[config.mk]
export PLATFORM = sky130hd
export DESIGN_NAME = fifo_uart_tx
export DESIGN_NICKNAME = d
export VERILOG_FILES = /design/src/rtl/uart_pkg.sv /design/src/rtl/uart_baud_tick.sv /design/src/rtl/fifo_uart_tx.sv
export SDC_FILE = /design/constraint.sdc
export NUM_CORES = 1
export LEC_CHECK = 0
export BUFFER_PORTS_ARGS = -buffer_cell sky130_fd_sc_hd__buf_2
export CAP_MARGIN = 40
export CORE_ASPECT_RATIO = 0.6
export CORE_UTILIZATION = 56
export DETAILED_ROUTE_END_ITERATION = 8
export PLACE_DENSITY_LB_ADDON = 0.3
export SLEW_MARGIN = 40
export SYNTH_ARGS = -nofsm -noshare
export SYNTH_HDL_FRONTEND = slang
export SYNTH_HIERARCHICAL = 1
export SYNTH_SLANG_ARGS = --single-unit
[constraint.sdc]
create_clock -name clk -period 2.9 [get_ports clk]
set_clock_uncertainty 0.15 [all_clocks]
set_input_delay 0.725 -clock clk [delete_from_list [all_inputs] [get_ports clk]]
set_output_delay 0.725 -clock clk [all_outputs]
set_load 0.02 [all_outputs]
[src/rtl/uart_pkg.sv]
// uart_pkg: shared definitions for the FIFO-fed UART transmitter.
//   uart_state_e : transmitter FSM state encoding (3 bits)
//   frame_clks() : clocks per complete frame for a given configuration
package uart_pkg;

  typedef enum logic [2:0] {
    ST_IDLE   = 3'd0,
    ST_FETCH  = 3'd1,
    ST_LATCH  = 3'd2,
    ST_START  = 3'd3,
    ST_DATA   = 3'd4,
    ST_PARITY = 3'd5,
    ST_STOP   = 3'd6
  } uart_state_e;

  // Start bit + data bits + optional parity bit + stop bits, in clocks.
  function automatic int unsigned frame_clks(input int unsigned data_width,
                                             input int unsigned parity_en,
                                             input int unsigned stop_bits,
                                             input int unsigned clks_per_bit);
    return clks_per_bit * (1 + data_width + parity_en + stop_bits);
  endfunction

endpackage

[src/rtl/uart_baud_tick.sv]
// uart_baud_tick: bit-period counter for the UART transmitter.
//   clk, rst     : clock, synchronous active-high reset
//   restart      : synchronous restart; counter is 0 in the following cycle
//   bit_end      : high in the last cycle of each bit period
//   bit_pre_end  : high in the next-to-last cycle of each bit period
module uart_baud_tick #(
  parameter int unsigned CLKS_PER_BIT = 16
) (
  input  logic clk,
  input  logic rst,
  input  logic restart,
  output logic bit_end,
  output logic bit_pre_end
);

  localparam int unsigned CW = (CLKS_PER_BIT > 1) ? $clog2(CLKS_PER_BIT) : 1;
  localparam logic [CW-1:0] LAST     = CW'(CLKS_PER_BIT - 1);
  localparam logic [CW-1:0] PRE_LAST = CW'(CLKS_PER_BIT - 2);

  logic [CW-1:0] cnt_q, cnt_d;

  assign bit_end     = (cnt_q == LAST);
  assign bit_pre_end = (cnt_q == PRE_LAST);

  always_comb begin
    cnt_d = cnt_q + CW'(1);
    if (restart || bit_end) cnt_d = '0;
  end

  always_ff @(posedge clk) begin
    if (rst) cnt_q <= '0;
    else     cnt_q <= cnt_d;
  end

endmodule

[src/rtl/fifo_uart_tx.sv]
// fifo_uart_tx: drains a word FIFO and serialises each word as a UART frame
// (start bit, data LSB first, optional even parity, 1 or 2 stop bits).
//   clk, rst    : clock, synchronous active-high reset
//   tx_enable   : permits new frames to start (never aborts one in flight)
//   fifo_empty  : FIFO empty flag
//   fifo_data   : FIFO read data, valid the cycle after fifo_rd_en
//   fifo_rd_en  : one-cycle FIFO pop per frame
//   tx          : serial line, idles high
//   busy        : FSM not idle
//   frame_done  : pulse in the last cycle of the final stop bit
module fifo_uart_tx
  import uart_pkg::*;
#(
  parameter int unsigned DATA_WIDTH   = 8,
  parameter int unsigned CLKS_PER_BIT = 16,
  parameter int unsigned PARITY_EN    = 0,
  parameter int unsigned STOP_BITS    = 1
) (
  input  logic                  clk,
  input  logic                  rst,
  input  logic                  tx_enable,
  input  logic                  fifo_empty,
  input  logic [DATA_WIDTH-1:0] fifo_data,
  output logic                  fifo_rd_en,
  output logic                  tx,
  output logic                  busy,
  output logic                  frame_done
);

  localparam int unsigned BW = $clog2(DATA_WIDTH + 1);
  localparam logic [BW-1:0] DATA_LAST = BW'(DATA_WIDTH - 1);
  localparam logic [BW-1:0] STOP_LAST = BW'(STOP_BITS - 1);

  uart_state_e           state_q, state_d;
  logic [DATA_WIDTH-1:0] shift_q, shift_d;
  logic [BW-1:0]         bit_cnt_q, bit_cnt_d;
  logic                  parity_q, parity_d;
  logic                  tx_q, tx_d;
  logic                  rd_en_q, rd_en_d;
  logic                  frame_done_q, frame_done_d;
  logic                  restart, bit_end, bit_pre_end;

  // Every state change restarts the bit period so each state begins at count 0.
  assign restart = (state_d != state_q);

  uart_baud_tick #(
    .CLKS_PER_BIT(CLKS_PER_BIT)
  ) u_baud (
    .clk         (clk),
    .rst         (rst),
    .restart     (restart),
    .bit_end     (bit_end),
    .bit_pre_end (bit_pre_end)
  );

  always_comb begin
    state_d   = state_q;
    shift_d   = shift_q;
    bit_cnt_d = bit_cnt_q;
    parity_d  = parity_q;
    case (state_q)
      ST_IDLE:  if (tx_enable && !fifo_empty) state_d = ST_FETCH;
      ST_FETCH: state_d = ST_LATCH;
      ST_LATCH: begin
        shift_d  = fifo_data;
        parity_d = ^fifo_data;
        state_d  = ST_START;
      end
      ST_START: if (bit_end) state_d = ST_DATA;
      ST_DATA: begin
        if (bit_end) begin
          shift_d   = shift_q >> 1;
          bit_cnt_d = bit_cnt_q + BW'(1);
          if (bit_cnt_q == DATA_LAST) state_d = (PARITY_EN != 0) ? ST_PARITY : ST_STOP;
        end
      end
      ST_PARITY: if (bit_end) state_d = ST_STOP;
      ST_STOP: begin
        if (bit_end) begin
          bit_cnt_d = bit_cnt_q + BW'(1);
          if (bit_cnt_q == STOP_LAST) state_d = (tx_enable && !fifo_empty) ? ST_FETCH : ST_IDLE;
        end
      end
      default: state_d = ST_IDLE;
    endcase
    // The bit counter serves both DATA and STOP, so it restarts on every entry.
    if (state_d != state_q) bit_cnt_d = '0;

    // Outputs are registered from next-state values so they align with the state.
    case (state_d)
      ST_START:  tx_d = 1'b0;
      ST_DATA:   tx_d = shift_d[0];
      ST_PARITY: tx_d = parity_d;
      default:   tx_d = 1'b1;
    endcase
    rd_en_d = (state_d == ST_FETCH);
    // Next cycle is the last one of the final stop bit.
    frame_done_d = (state_q == ST_STOP) && (bit_cnt_q == STOP_LAST) && bit_pre_end;
  end

  always_ff @(posedge clk) begin
    if (rst) begin
      state_q      <= ST_IDLE;
      shift_q      <= '0;
      bit_cnt_q    <= '0;
      parity_q     <= 1'b0;
      tx_q         <= 1'b1;
      rd_en_q      <= 1'b0;
      frame_done_q <= 1'b0;
    end else begin
      state_q      <= state_d;
      shift_q      <= shift_d;
      bit_cnt_q    <= bit_cnt_d;
      parity_q     <= parity_d;
      tx_q         <= tx_d;
      rd_en_q      <= rd_en_d;
      frame_done_q <= frame_done_d;
    end
  end

  assign tx         = tx_q;
  assign fifo_rd_en = rd_en_q;
  assign frame_done = frame_done_q;
  assign busy       = (state_q != ST_IDLE);

endmodule

; ---- Yosys cells after proc, flatten, opt, wreduce, memory -nomap -nowiden
; Index checks and enable logic that the tools add are counted.
[totals]
regBits = 23
latchBits = 0
ram_bits = 0
mem_bits_ro = 0
inputBits = 12
out_inout_bits = 4
elab_cells = 54
mem_count = 0
[classes]
n_addsub = 2
n_mul = 0
n_div = 0
magnitude_cmp = 0
eq_ne = 15
shift = 0
mux = 13
n_bitwise = 0
n_reduce_logical = 15
[ops]
columns = op, n
row1 = two-way mux 3 bit, 7
row2 = case mux 3 bit (7 select lines), 1
row3 = case mux 8 bit (2 select lines), 1
row4 = "equality test 3 bit, second input constant", 5
row5 = "equality test 3 x 2 -> 1 bit, second input constant", 3
row6 = "adder 4 x 1 -> 4 bit, second input constant", 2
row7 = "equality test 4 bit, second input constant", 2
row8 = two-way mux 8 bit, 1
row9 = XOR reduction 8 bit, 1
row10 = "equality test 3 x 1 -> 1 bit, second input constant", 2
row11 = OR reduction 2 bit, 3
row12 = "equality test 4 x 3 -> 1 bit, second input constant", 1
row13 = logical NOT 4 bit, 1
row14 = AND reduction 2 bit, 2
row15 = logical AND 1 bit, 3
row16 = logical NOT 3 bit, 1
row17 = != test 3 bit, 1
row18 = case mux 1 bit (3 select lines), 1
row19 = nonzero test 3 bit, 1
row20 = two-way mux 1 bit, 2
row21 = "!= test 2 x 1 -> 1 bit, second input constant", 1
row22 = nonzero test 2 bit, 1
row23 = logical NOT 1 bit, 1
row24 = logical OR 1 bit, 1

; ---- Longest topological paths before layout
; Gate-level depths: netlist of the first run.
[depth]
word_depth = 9
ltp_mapped = 8
mapped_depth_nobuf = 8

; ---- Hierarchy
; Netlist of the first run, hierarchy kept.
[modules_own_cells]
columns = module, instances, cells_each, area_each_um2, seq_area_each_um2
row1 = fifo_uart_tx, 1, 131, 1081.0, 380.4
row2 = uart_baud_tick, 1, 17, 180.2, 80.1

; ---- Least setup slack after synthesis of the first run
; Ideal clock, no wire load.
[synth_path]
path_kind = reg-to-reg
start = register u_baud.cnt_q[0]
end = register u_baud.cnt_q[3]
setup_ns = 0.062
t_arrival_ns = 1.864
required_time_ns = 2.688
slack_ns = 0.824
path_stages_with_launch = 9
n_path_buf = 0
synth_period_minus_slack_ns = 2.076
path_cell_list = dfxtp_1 > ha_1 > and3_4 > or3b_1 > o311ai_1 > a21o_2 > nand2_1 > or3_4 > nor2_2
[synth_between]
elab_chain_len = 6
word_cells_on_any_way = 10
classes_between = 1 x add/sub / 2 x eq/ne / 5 x mux / 2 x reduce/logical
[synth_lines]
columns = item, line
row1 = "start, declared", uart_baud_tick.sv:20  ; logic [CW-1:0] cnt_q, cnt_d;
row2 = "start signal, assigned", uart_baud_tick.sv:32  ; else cnt_q <= cnt_d;
row3 = equality test 4 bit (*), uart_baud_tick.sv:22  ; assign bit_end = (cnt_q == LAST);
row4 = net bit_end, fifo_uart_tx.sv:41  ; logic restart, bit_end, bit_pre_end;
row5 = two-way mux 3 bit (on tied branches), -
row6 = case mux 3 bit (7 select lines) (*), fifo_uart_tx.sv:61  ; case (state_q)
row7 = != test 3 bit (*), fifo_uart_tx.sv:44  ; assign restart = (state_d != state_q);
row8 = net restart, fifo_uart_tx.sv:41
row9 = logical OR 1 bit (*), uart_baud_tick.sv:27  ; if (restart || bit_end) cnt_d = '0;
row10 = OR reduction 2 bit (no source line) (*), -
; The timed path passes the listed nets; every way through them passes the cells marked *.
; A chain may end at the register's enable or synchronous reset.

; ---- Worst setup path after layout of the first run
; Same ends and word-level chain as after synthesis.

==> results of run 1 <==
## cell type report
cell class | count | area share [%]
Multi-Input combinational cell | 114 | 54.0
Sequential cell | 23 | 33.4
Timing Repair Buffer | 15 | 5.44
Tap cell | 28 | 2.54
Clock buffer | 4 | 3.26
Inverter | 5 | 1.36
## critical path, delay by kind of cell, from the launching register on
family | cells | cell delay, ns
and+or+nand+nor | 5 | 1.21
adders and majority gates | 1 | 0.24
AOI/OAI and AO/OA | 2 | 0.27
DFF | 1 | 0.35
## worst max-delay path by stage
stage | cells after the start | slack [ns] | endpoint
global placement | 8 | 0.79 | u_baud/cnt_q[3]$_SDFF_PP0_
CTS | 8 | 0.66 | u_baud/cnt_q[3]$_SDFF_PP0_
floorplan | 8 | 0.82 | u_baud/cnt_q[3]$_SDFF_PP0_
detailed placement | 8 | 0.67 | u_baud/cnt_q[3]$_SDFF_PP0_
finish | 8 | 0.62 | u_baud/cnt_q[3]$_SDFF_PP0_
global route | 8 | 0.54 | u_baud/cnt_q[3]$_SDFF_PP0_
## registers in the layout, summed over array words and instances, names as in the netlist
| register | flops |
|---|---|
| state_q | 3 |
| u_baud/cnt_q | 4 |
| frame_done | 1 |
| shift_q | 8 |
| bit_cnt_q | 4 |
| tx | 1 |
| parity_q | 1 |
| fifo_rd_en | 1 |
## metrics by stage
step	cell area [um^2]	power (uW)	hold WS [ns]	setup WS, ns	util (%)
floorplan	1260	436	0.280	0.824	-
global placement	1340	459	0.293	0.789	67.4
detailed placement	1340	466	0.305	0.671	67.4
CTS	1380	661	0.316	0.656	69.6
global route	1380	690	0.333	0.544	69.6
finish	1380	659	0.316	0.620	69.6
## cell usage after synthesis, types with 2 or more instances
cell     instances  share of area (%)
dfxtp_1         23                 37
nor2_1          17                5.1
nand2_1         16                4.8
a21oi_1         11                4.4
xnor2_1          7                4.9
a22oi_1          6                3.6
nand3_1          6                2.4
inv_1            5                1.5
ha_1             4                4.0
nor3_1           4                1.6
o21ai_0          4                1.6
xor2_1           4                2.8
buf_4            3                1.8
nor2b_1          3                1.5
a21o_1           2                1.2
and3b_1          2                1.4
buf_2            2               0.79
nor2_2           2               0.99
## power groups by stage
stage          clock (uW)  combinational, uW  sequential, uW
5_1_grt               216                124             349
6_report              198                114             347
4_1_cts               202                113             346
3_5_place_dp            0                113             354
3_3_place_gp            0                108             352
2_1_floorplan           0               87.9             348
## per-layer routing
metal / vias up / global-route usage, % / share of wire [%]
met5: - / 0 / 0
met2: 44 / 43.8 / 44
li1: 545 / - / -
met3: 8 / 6.76 / 7.2
met4: 0 / 9.09 / 1.6
met1: 513 / 32.7 / 47
## logic make-up (layout without fill, tap and decap cells)
group,Yosys count,in the layout,share of synthesized area (%)
compound gates,33,33,17.9
xor+xnor,11,11,7.64
fa+ha+maj,4,4,3.97
buf+inv,11,24,4.36
flops,23,23,36.5
mux,1,1,0.794
simple gates,65,65,28.9
==> key figures, run 1 <==
Outcome
  – Status: completed

Cells and area
  – Syn-to-layout area delta: 9.42%
  – ANT cells: 0
  – Share of post-route cells with drive strength above 1: 18.0%
  – Register Area: 460 um^2
  – Footprint of the multi-input gates: 746 um^2
  – Fin nets: 178
  – Post-route insts no fill: 189
  – Most common cell after layout, fill and taps aside: dfxtp_1
  – Filler cells: 171
  – Commonest non-fill, non-tap cells in the layout: dfxtp_1, nor2_1, nand2_1

Pwr
  – Clk pwr share: 30.1%
  – Sw frac: 27.1%
  – Cell Pwr Density: 478 nW/um^2
  – Seq pwr share: 52.6%
  – Leakage: 0.000544 uW
  – Logic pwr share: 17.3%
  – Cell-internal power: 481 uW
  – Sw Pwr: 179 uW
  – Maximum vdd drop: 233 uV

Timing
  – Tmin final: 2.28 ns
  – Slew HR: 49.9%
  – Worst Tran Pin Value: 0.748 ns
  – Max Clk Rate: 439 MHz
  – Setup Viol. Count Final: 0
  – Final Slew Violations: 0
  – RSZ-0062 raised after global routing: false
  – Sum of negative setup slack: 0 ns
  – Fin. Hold Viols: 0
  – Tcrit/Tclk final: 78.6%

Critical path
  – R2r setup slk: 0.62 ns
  – Worst Reg-to-Reg Cells: 8
  – Reg2reg end: u_baud/cnt_q[3]$_SDFF_PP0_
  – Data arrival, critical path: 2.34 ns
  – Critical Path RT: 2.96 ns
  – WS Path Type: flip-flop to flip-flop
  – Max incr delay on CP: 0.41 ns
  – CP max FO: 10
  – Crit path from: u_baud/cnt_q[0]$_SDFF_PP0_
  – Crit-path slowest cell: or3_4
  – Cell Chain, Critical Path: ha_1 > and3_4 > or3b_1 > o311ai_1 > a21o_2 > nand2_1 > or3_4 > nor2_2
  – CP Capture Type: flip-flop
  – Reg2reg start: u_baud/cnt_q[0]$_SDFF_PP0_
  – CP Launch Type: flip-flop

Clock tree
  – Root Driver: clkbuf_8
  – H-tree depth: 1
  – Post-CTS setup buffer count: 0
  – CTS tree: built
  – PostCTS Resize Cnt: 0
  – Sink Count: 23
  – Hold buffer count at CTS: 0
  – Clock-pin slew on the worst setup and hold paths: 0.08 ns
  – CTS Buf Count: 3
  – Buffer levels on the longest clock path: 2
  – Clk Latency, worst-skew pair: 0.26 ns

Placement
  – I/O Buffers: 15
  – Routability Congestion: 0.825
  – Dpl hpwl: 2050 um
  – Dpl cells: 185

Synth
  – Sequential share of the synthesized area: 36.5%
  – Synth Flop Type: dfxtp_1
  – Post-synth EDFFs: 0
  – Syn avg cell area: 8.52 um^2
  – #FFs+latches synth: 23
  – Post-synthesis cell type count: 45
  – Syn_nets: 164
  – Cell Area, Synth: 1260 um^2
  – Asr flop ratio synth: 0%
  – Yosys Warn Count: 6
  – Synthesized instance count: 148

Die
  – Die span in y: 38.8 um
  – Boundary pin count: 16
  – Die area: 2450 um^2
  – Row cnt: 12
  – Die X: 63.3 um
  – Initial Utilization: 63.6%
  – Core Box Area: 1980 um^2

GRT
  – Gr ovfl total: 0
  – Global-route wire length before repair: 4570 um
  – Largest net degree at the start of global routing: 19
  – All-layer global routing usage: 25.9%
  – Initial antenna violation count: 0
  – Vias in the first global route: 974

Routing
  – 1st-pass router iterations: 4
  – WL/cell: 14.6 um
  – DRC: 0
  – DRT antenna net count: 0
  – DRT iter0 DRCs: 132
  – DRT Wirelength: 2760 um
  – Vias: 1110
  – DR vias/cell: 5.87

Worst hold path
  – Worst Min Path Start: shift_q[1]$_SDFFE_PP0P_
  – Hold endpoint: shift_q[1]$_SDFFE_PP0P_
  – Worst Hold Class: flip-flop to flip-flop
  – Hold path depth: 2

Run
  – # Max-Cap Violations: 0
Power figures use the tool's default switching activity.
==> run 2, diff against run 1 <==
==> constraint.sdc (replaced) <==
create_clock -name clk -period 2.3 [get_ports clk]
set_clock_uncertainty 0.15 [all_clocks]
set_input_delay 0.575 -clock clk [delete_from_list [all_inputs] [get_ports clk]]
set_output_delay 0.575 -clock clk [all_outputs]
set_load 0.02 [all_outputs]
==> run 2 against run 1 <==
Compared with the run above:
- wire length is 2.7% higher
- fmax is 2.3% higher
- via count is 3.0% lower
- sequential power is 25% higher
- global-route usage is 0.052 points higher
- sequential cell count stayed put
- non-clock buffer count is 3 higher
- combinational power is 32% higher
- total power is 28% higher
- sequential share of layout area is 0.57 points lower
- first-iteration DRC count stayed put
==> key figures, run 2 (synthesis results as in run 1) <==
Pwr
  – Cell Pwr Density: 601 nW/um^2
  – Sw Pwr: 236 uW
  – Seq pwr share: 51.4%
  – PnR Total Power: 844 uW
  – Cell-internal power: 608 uW
  – Clk pwr share: 30.7%
  – Maximum vdd drop: 352 uV
  – Sw frac: 28.0%
  – Leakage: 0.000563 uW
  – Logic pwr share: 17.9%

Cells and area
  – Biggest regs: shift_q (8), bit_cnt_q (4), u_baud/cnt_q (4)
  – Syn-to-layout area delta: 11.3%
  – ANT cells: 0
  – Commonest non-fill, non-tap cells in the layout: dfxtp_1, nor2_1, nand2_1
  – Fin nets: 181
  – Most common cell after layout, fill and taps aside: dfxtp_1
  – Largest register FFs: 8
  – Most flops, register: shift_q
  – Filler cells: 163
  – Post-route insts no fill: 192
  – Share of post-route cells with drive strength above 1: 20.1%

Timing
  – Sum of negative setup slack: 0 ns
  – RSZ-0062 raised after global routing: false
  – Tcrit/Tclk final: 96.9%
  – Slew HR: 67.0%
  – Fin. Hold Viols: 0
  – Setup Viol. Count Final: 0
  – Hold WS: 0.309 ns
  – Final Slew Violations: 0
  – Tmin final: 2.23 ns
  – Worst Tran Pin Value: 0.495 ns
  – Slack of the critical path: 0.0706 ns
  – Max Clk Rate: 449 MHz

Clock tree
  – H-tree depth: 1
  – CTS tree: built
  – Root Driver: clkbuf_8
  – Post-CTS setup buffer count: 0
  – CTS Buf Count: 3
  – Sink Count: 23
  – Buffer levels on the longest clock path: 2
  – PostCTS Resize Cnt: 0
  – Clk Latency, worst-skew pair: 0.27 ns
  – Hold buffer count at CTS: 0
  – Clock-pin slew on the worst setup and hold paths: 0.09 ns

Outcome
  – Status: completed

Critical path
  – Critical Path RT: 2.36 ns
  – Crit-path slowest cell: or3_4
  – CP Launch Type: flip-flop
  – CP max FO: 10
  – CP Capture Type: flip-flop
  – R2r setup slk: 0.07 ns
  – WS Path Type: flip-flop to flip-flop
  – Max incr delay on CP: 0.41 ns
  – Cell Chain, Critical Path: ha_1 > and3_4 > or3b_1 > o311ai_1 > a21o_2 > nand2_1 > or3_4 > nor2_1
  – Data arrival, critical path: 2.29 ns

Die
  – Initial Utilization: 63.6%
  – Row cnt: 12
  – Core Box Area: 1980 um^2
  – Die span in y: 38.8 um
  – Boundary pin count: 16
  – Die area: 2450 um^2
  – Die X: 63.3 um

GRT
  – Initial antenna violation count: 0
  – All-layer global routing usage: 26.0%
  – Largest net degree at the start of global routing: 19
  – Gr ovfl total: 0
  – Vias in the first global route: 951
  – Global-route wire length before repair: 4550 um

Placement
  – Dpl hpwl: 2100 um
  – Routability Congestion: 0.843
  – Pre-CTS setup slack: 0.124 ns
  – Dpl cells: 188
  – I/O Buffers: 15

Routing
  – DRT iter0 DRCs: 132
  – DRC: 0
  – WL/cell: 14.8 um
  – 1st-pass router iterations: 4
  – DRT Wirelength: 2840 um
  – DRT antenna net count: 0
  – DR vias/cell: 5.61
  – Vias: 1077

Worst hold path
  – Worst Hold Class: flip-flop to flip-flop

Run
  – # Max-Cap Violations: 0
[run 2: final timing paths]
kind | startpoint | end | cells past startpoint
setup / recovery | u_baud/cnt_q[0]$_SDFF_PP0_ | u_baud/cnt_q[1]$_SDFF_PP0_ | 8
hold / removal | shift_q[5]$_SDFFE_PP0P_ | shift_q[5]$_SDFFE_PP0P_ | 2
setup reg to reg | u_baud/cnt_q[0]$_SDFF_PP0_ | u_baud/cnt_q[1]$_SDFF_PP0_ | 8
hold reg to reg | shift_q[5]$_SDFFE_PP0P_ | shift_q[5]$_SDFFE_PP0P_ | 2
[run 2: stage by stage]
| step | cell area, um^2 | utilization [%] |
|---|---|---|
| 6_report | 1400 | 70.8 |
| 5_1_grt | 1400 | 70.8 |
| 4_1_cts | 1400 | 70.8 |
| 3_5_place_dp | 1360 | 68.5 |
| 3_3_place_gp | 1360 | 68.5 |
| 2_1_floorplan | 1260 | - |
[run 2: critical path, delay by kind of cell, from the launching register on]
family | cells | cell delay [ns]
AOI/OAI and AO/OA | 2 | 0.25
adders and majority gates | 1 | 0.23
DFF | 1 | 0.34
and+or+nand+nor | 5 | 1.19
[run 2: power groups by stage]
stage                     clock, uW  sequential [uW]  combinational, uW
final                           259              434                151
after global placement            0              441                143
after detailed placement          0              443                149
after CTS                       261              434                149
after global routing            271              437                164
after floorplan                   0              439                111
[run 2: final cells by class]
| class | instances | area, um^2 | area share (%) |
|---|---|---|---|
| clock buffers | 3 | 41.3 | 2.94 |
| inverters | 5 | 18.8 | 1.34 |
| multi-input cells | 114 | 746 | 53.1 |
| repair buffers | 18 | 97.6 | 6.95 |
| clock inverters | 1 | 5.00 | 0.357 |
| well taps | 28 | 35.0 | 2.50 |
| flip-flops and latches | 23 | 460 | 32.8 |
[run 2: per-layer routing]
layer / GRT usage, % / part of all wire [%] / wire length [um]
met3: 5.59 / 5.5 / 155
met2: 41.4 / 44 / 1260
met1: 33.6 / 48 / 1360
met4: 14.2 / 2.3 / 66
met5: 0 / 0 / 0
==> run 3, diff against run 2 <==
--- a/config.mk
+++ b/config.mk
@@ -8,11 +8,10 @@
 export BUFFER_PORTS_ARGS = -buffer_cell sky130_fd_sc_hd__buf_2
 export CAP_MARGIN = 40
 export CORE_ASPECT_RATIO = 0.6
-export CORE_UTILIZATION = 56
+export CORE_UTILIZATION = 55
 export DETAILED_ROUTE_END_ITERATION = 8
 export PLACE_DENSITY_LB_ADDON = 0.3
 export SLEW_MARGIN = 40
 export SYNTH_ARGS = -nofsm -noshare
 export SYNTH_HDL_FRONTEND = slang
-export SYNTH_HIERARCHICAL = 1
 export SYNTH_SLANG_ARGS = --single-unit
==> run 3 against run 2 <==
Compared with the run above:
- synthesized cell count decreased by 9.5%
- die area decreased by 3.6%
- register-to-register slack better by 0.24 ns
- design area shrank 6.9%
- fmax is 11% higher
- final cell count decreased by 7.8%
- area after synthesis fell by 5.5%
- global-route usage down 2.4 points
- wire length decreased by 15%
- sequential cell count stayed put
- critical path type is now flip-flop to output port
- largest power group unchanged
- highest routed layer unchanged
==> key figures, run 3 <==
Critical path
  – R2r setup slk: 0.31 ns
  – CP Launch Type: flip-flop
  – Reg2reg start: u_baud.cnt_q[0]$_SDFF_PP0_
  – CP max FO: 10
  – CP Capture Type: output port
  – Critical Path RT: 1.57 ns
  – WS Path Type: flip-flop to output port
  – Reg2reg end: tx$_SDFF_PP1_
  – Data arrival, critical path: 1.29 ns
  – Worst Reg-to-Reg Cells: 6

Outcome
  – Status: completed

Synth
  – Syn_nets: 150
  – Asr flop ratio synth: 0%
  – Most common cell in the synthesized netlist: dfxtp_1
  – Top post-synthesis cells by area: dfxtp_1, xnor2_1, nor2_1, ha_1, a21oi_1
  – #FFs+latches synth: 23
  – Synthesized instance count: 134
  – Yosys Warn Count: 0
  – Synth area leader: dfxtp_1
  – Post-synth EDFFs: 0
  – Post-synthesis cell type count: 43
  – Synth Flop Type: dfxtp_1
  – Cell Area, Synth: 1190 um^2
  – Post-synth top area share: 38.6%
  – Post-synth top cells: dfxtp_1, nor2_1, nand2_1
  – Sequential share of the synthesized area: 38.6%
  – Syn avg cell area: 8.90 um^2

Die
  – Row cnt: 12
  – Initial Utilization: 61.6%
  – Die X: 62.1 um
  – Core Box Area: 1940 um^2
  – Die span in y: 38.1 um
  – Die area: 2360 um^2
  – Boundary pin count: 16

Cells and area
  – ANT cells: 0
  – Fin nets: 166
  – Biggest regs: shift_q (8), bit_cnt_q (4), u_baud.cnt_q (4)
  – Most common cell after layout, fill and taps aside: dfxtp_1
  – Filler cells: 165
  – Largest register FFs: 8
  – Share of post-route cells with drive strength above 1: 18.1%
  – Syn-to-layout area delta: 9.65%
  – Most flops, register: shift_q
  – Commonest non-fill, non-tap cells in the layout: dfxtp_1, buf_2, nor2_1

Clock tree
  – Sink Count: 23
  – PostCTS Resize Cnt: 0
  – Root Driver: clkbuf_4
  – CTS Buf Count: 3
  – Clock-pin slew on the worst setup and hold paths: 0.11 ns
  – Buffer levels on the longest clock path: 2
  – Post-CTS setup buffer count: 0
  – Hold buffer count at CTS: 0
  – H-tree depth: 1
  – CTS tree: built
  – Clk Latency, worst-skew pair: 0.31 ns

Timing
  – Setup Viol. Count Final: 0
  – Worst Tran Pin Value: 0.528 ns
  – Final Slew Violations: 0
  – Tmin final: 2.01 ns
  – Fin. Hold Viols: 0
  – Sum of negative setup slack: 0 ns
  – Slew HR: 64.7%
  – Max Clk Rate: 497 MHz
  – Tcrit/Tclk final: 87.4%
  – RSZ-0062 raised after global routing: false

Worst hold path
  – Worst Min Path Start: shift_q[5]$_SDFFE_PP0P_
  – Hold endpoint: shift_q[5]$_SDFFE_PP0P_
  – Worst Hold Class: flip-flop to flip-flop
  – Hold path depth: 2

Pwr
  – Leakage: 0.000496 uW
  – PnR Total Power: 792 uW
  – Cell Pwr Density: 606 nW/um^2
  – Maximum vdd drop: 433 uV

Routing
  – DRC: 0
  – DRT antenna net count: 0
  – DRT iter0 DRCs: 105
  – DR vias/cell: 5.64
  – DRT Wirelength: 2420 um
  – Vias: 999
  – 1st-pass router iterations: 4
  – WL/cell: 13.7 um

Placement
  – Routability Congestion: 0.808
  – I/O Buffers: 15
  – Dpl hpwl: 1940 um

GRT
  – Vias in the first global route: 886
  – All-layer global routing usage: 23.6%
  – Initial antenna violation count: 0
  – Gr ovfl total: 0
  – Largest net degree at the start of global routing: 19
  – Global-route wire length before repair: 4130 um

Run
  – # Max-Cap Violations: 0
## run 3: cell families (layout without fill, tap and decap cells)
| group | count (synthesis) | in the layout | share of synthesized area, % |
|---|---|---|---|
| xor gates and xnor gates | 12 | 12 | 8.81 |
| muxes | 1 | 1 | 0.839 |
| DFF | 23 | 23 | 38.6 |
| adders and majority gates | 4 | 4 | 4.20 |
| AOI/OAI and AO/OA | 29 | 29 | 18.0 |
| buffers and inverters | 14 | 29 | 5.56 |
| and+or+nand+nor | 51 | 51 | 23.9 |
## run 3: worst max-delay path by stage
stage | start | endpoint | slack, ns | cells after the start
floorplan | u_baud.cnt_q[0]$_SDFF_PP0_ | tx$_SDFF_PP1_ | 0.44 | 7
global placement | state_q[2]$_SDFF_PP0_ | tx$_SDFF_PP1_ | 0.36 | 5
detailed placement | u_baud.cnt_q[0]$_SDFF_PP0_ | tx$_SDFF_PP1_ | 0.35 | 6
CTS | state_q[2]$_SDFF_PP0_ | busy | 0.30 | 3
global route | state_q[2]$_SDFF_PP0_ | busy | 0.17 | 3
finish | state_q[2]$_SDFF_PP0_ | busy | 0.29 | 3
## run 3: per-layer routing
metal,GRT usage (%),part of all wire [%],up-vias
li1,-,-,507
met3,8.33,9.8,7
met1,31.6,47,451
met5,0,0,-
met4,6.98,1.7,0
met2,36.0,42,34
## run 3: stage by stage
step	worst slack [ns]	utilization [%]	cells	hold slack, ns	cell area, um^2
2_1_floorplan	0.435	-	134	0.280	1190
3_3_place_gp	0.360	66.1	173	0.292	1280
3_5_place_dp	0.345	66.1	173	0.304	1280
4_1_cts	0.302	67.5	177	0.321	1310
5_1_grt	0.174	67.5	177	0.327	1310
6_report	0.289	67.5	177	0.316	1310
## run 3: layout make-up
cell class	count	area [um^2]	area share, %
multi-input cells	97	666	50.9
flip-flops and latches	23	460	35.2
repair buffers	17	90.1	6.89
well taps	28	35.0	2.68
inverters	8	30.0	2.30
clock buffers	4	26.3	2.01
## run 3: power by group
group	internal, uW	switching, uW
Clock	67.8	113
Sequential	424	17.9
Combinational	71.9	98.2
## run 3: critical path, cell delays in order, from the launching register on
cell	delay, ns
dfxtp_1	0.55
inv_1	0.15
nand3_1	0.11
buf_2	0.16
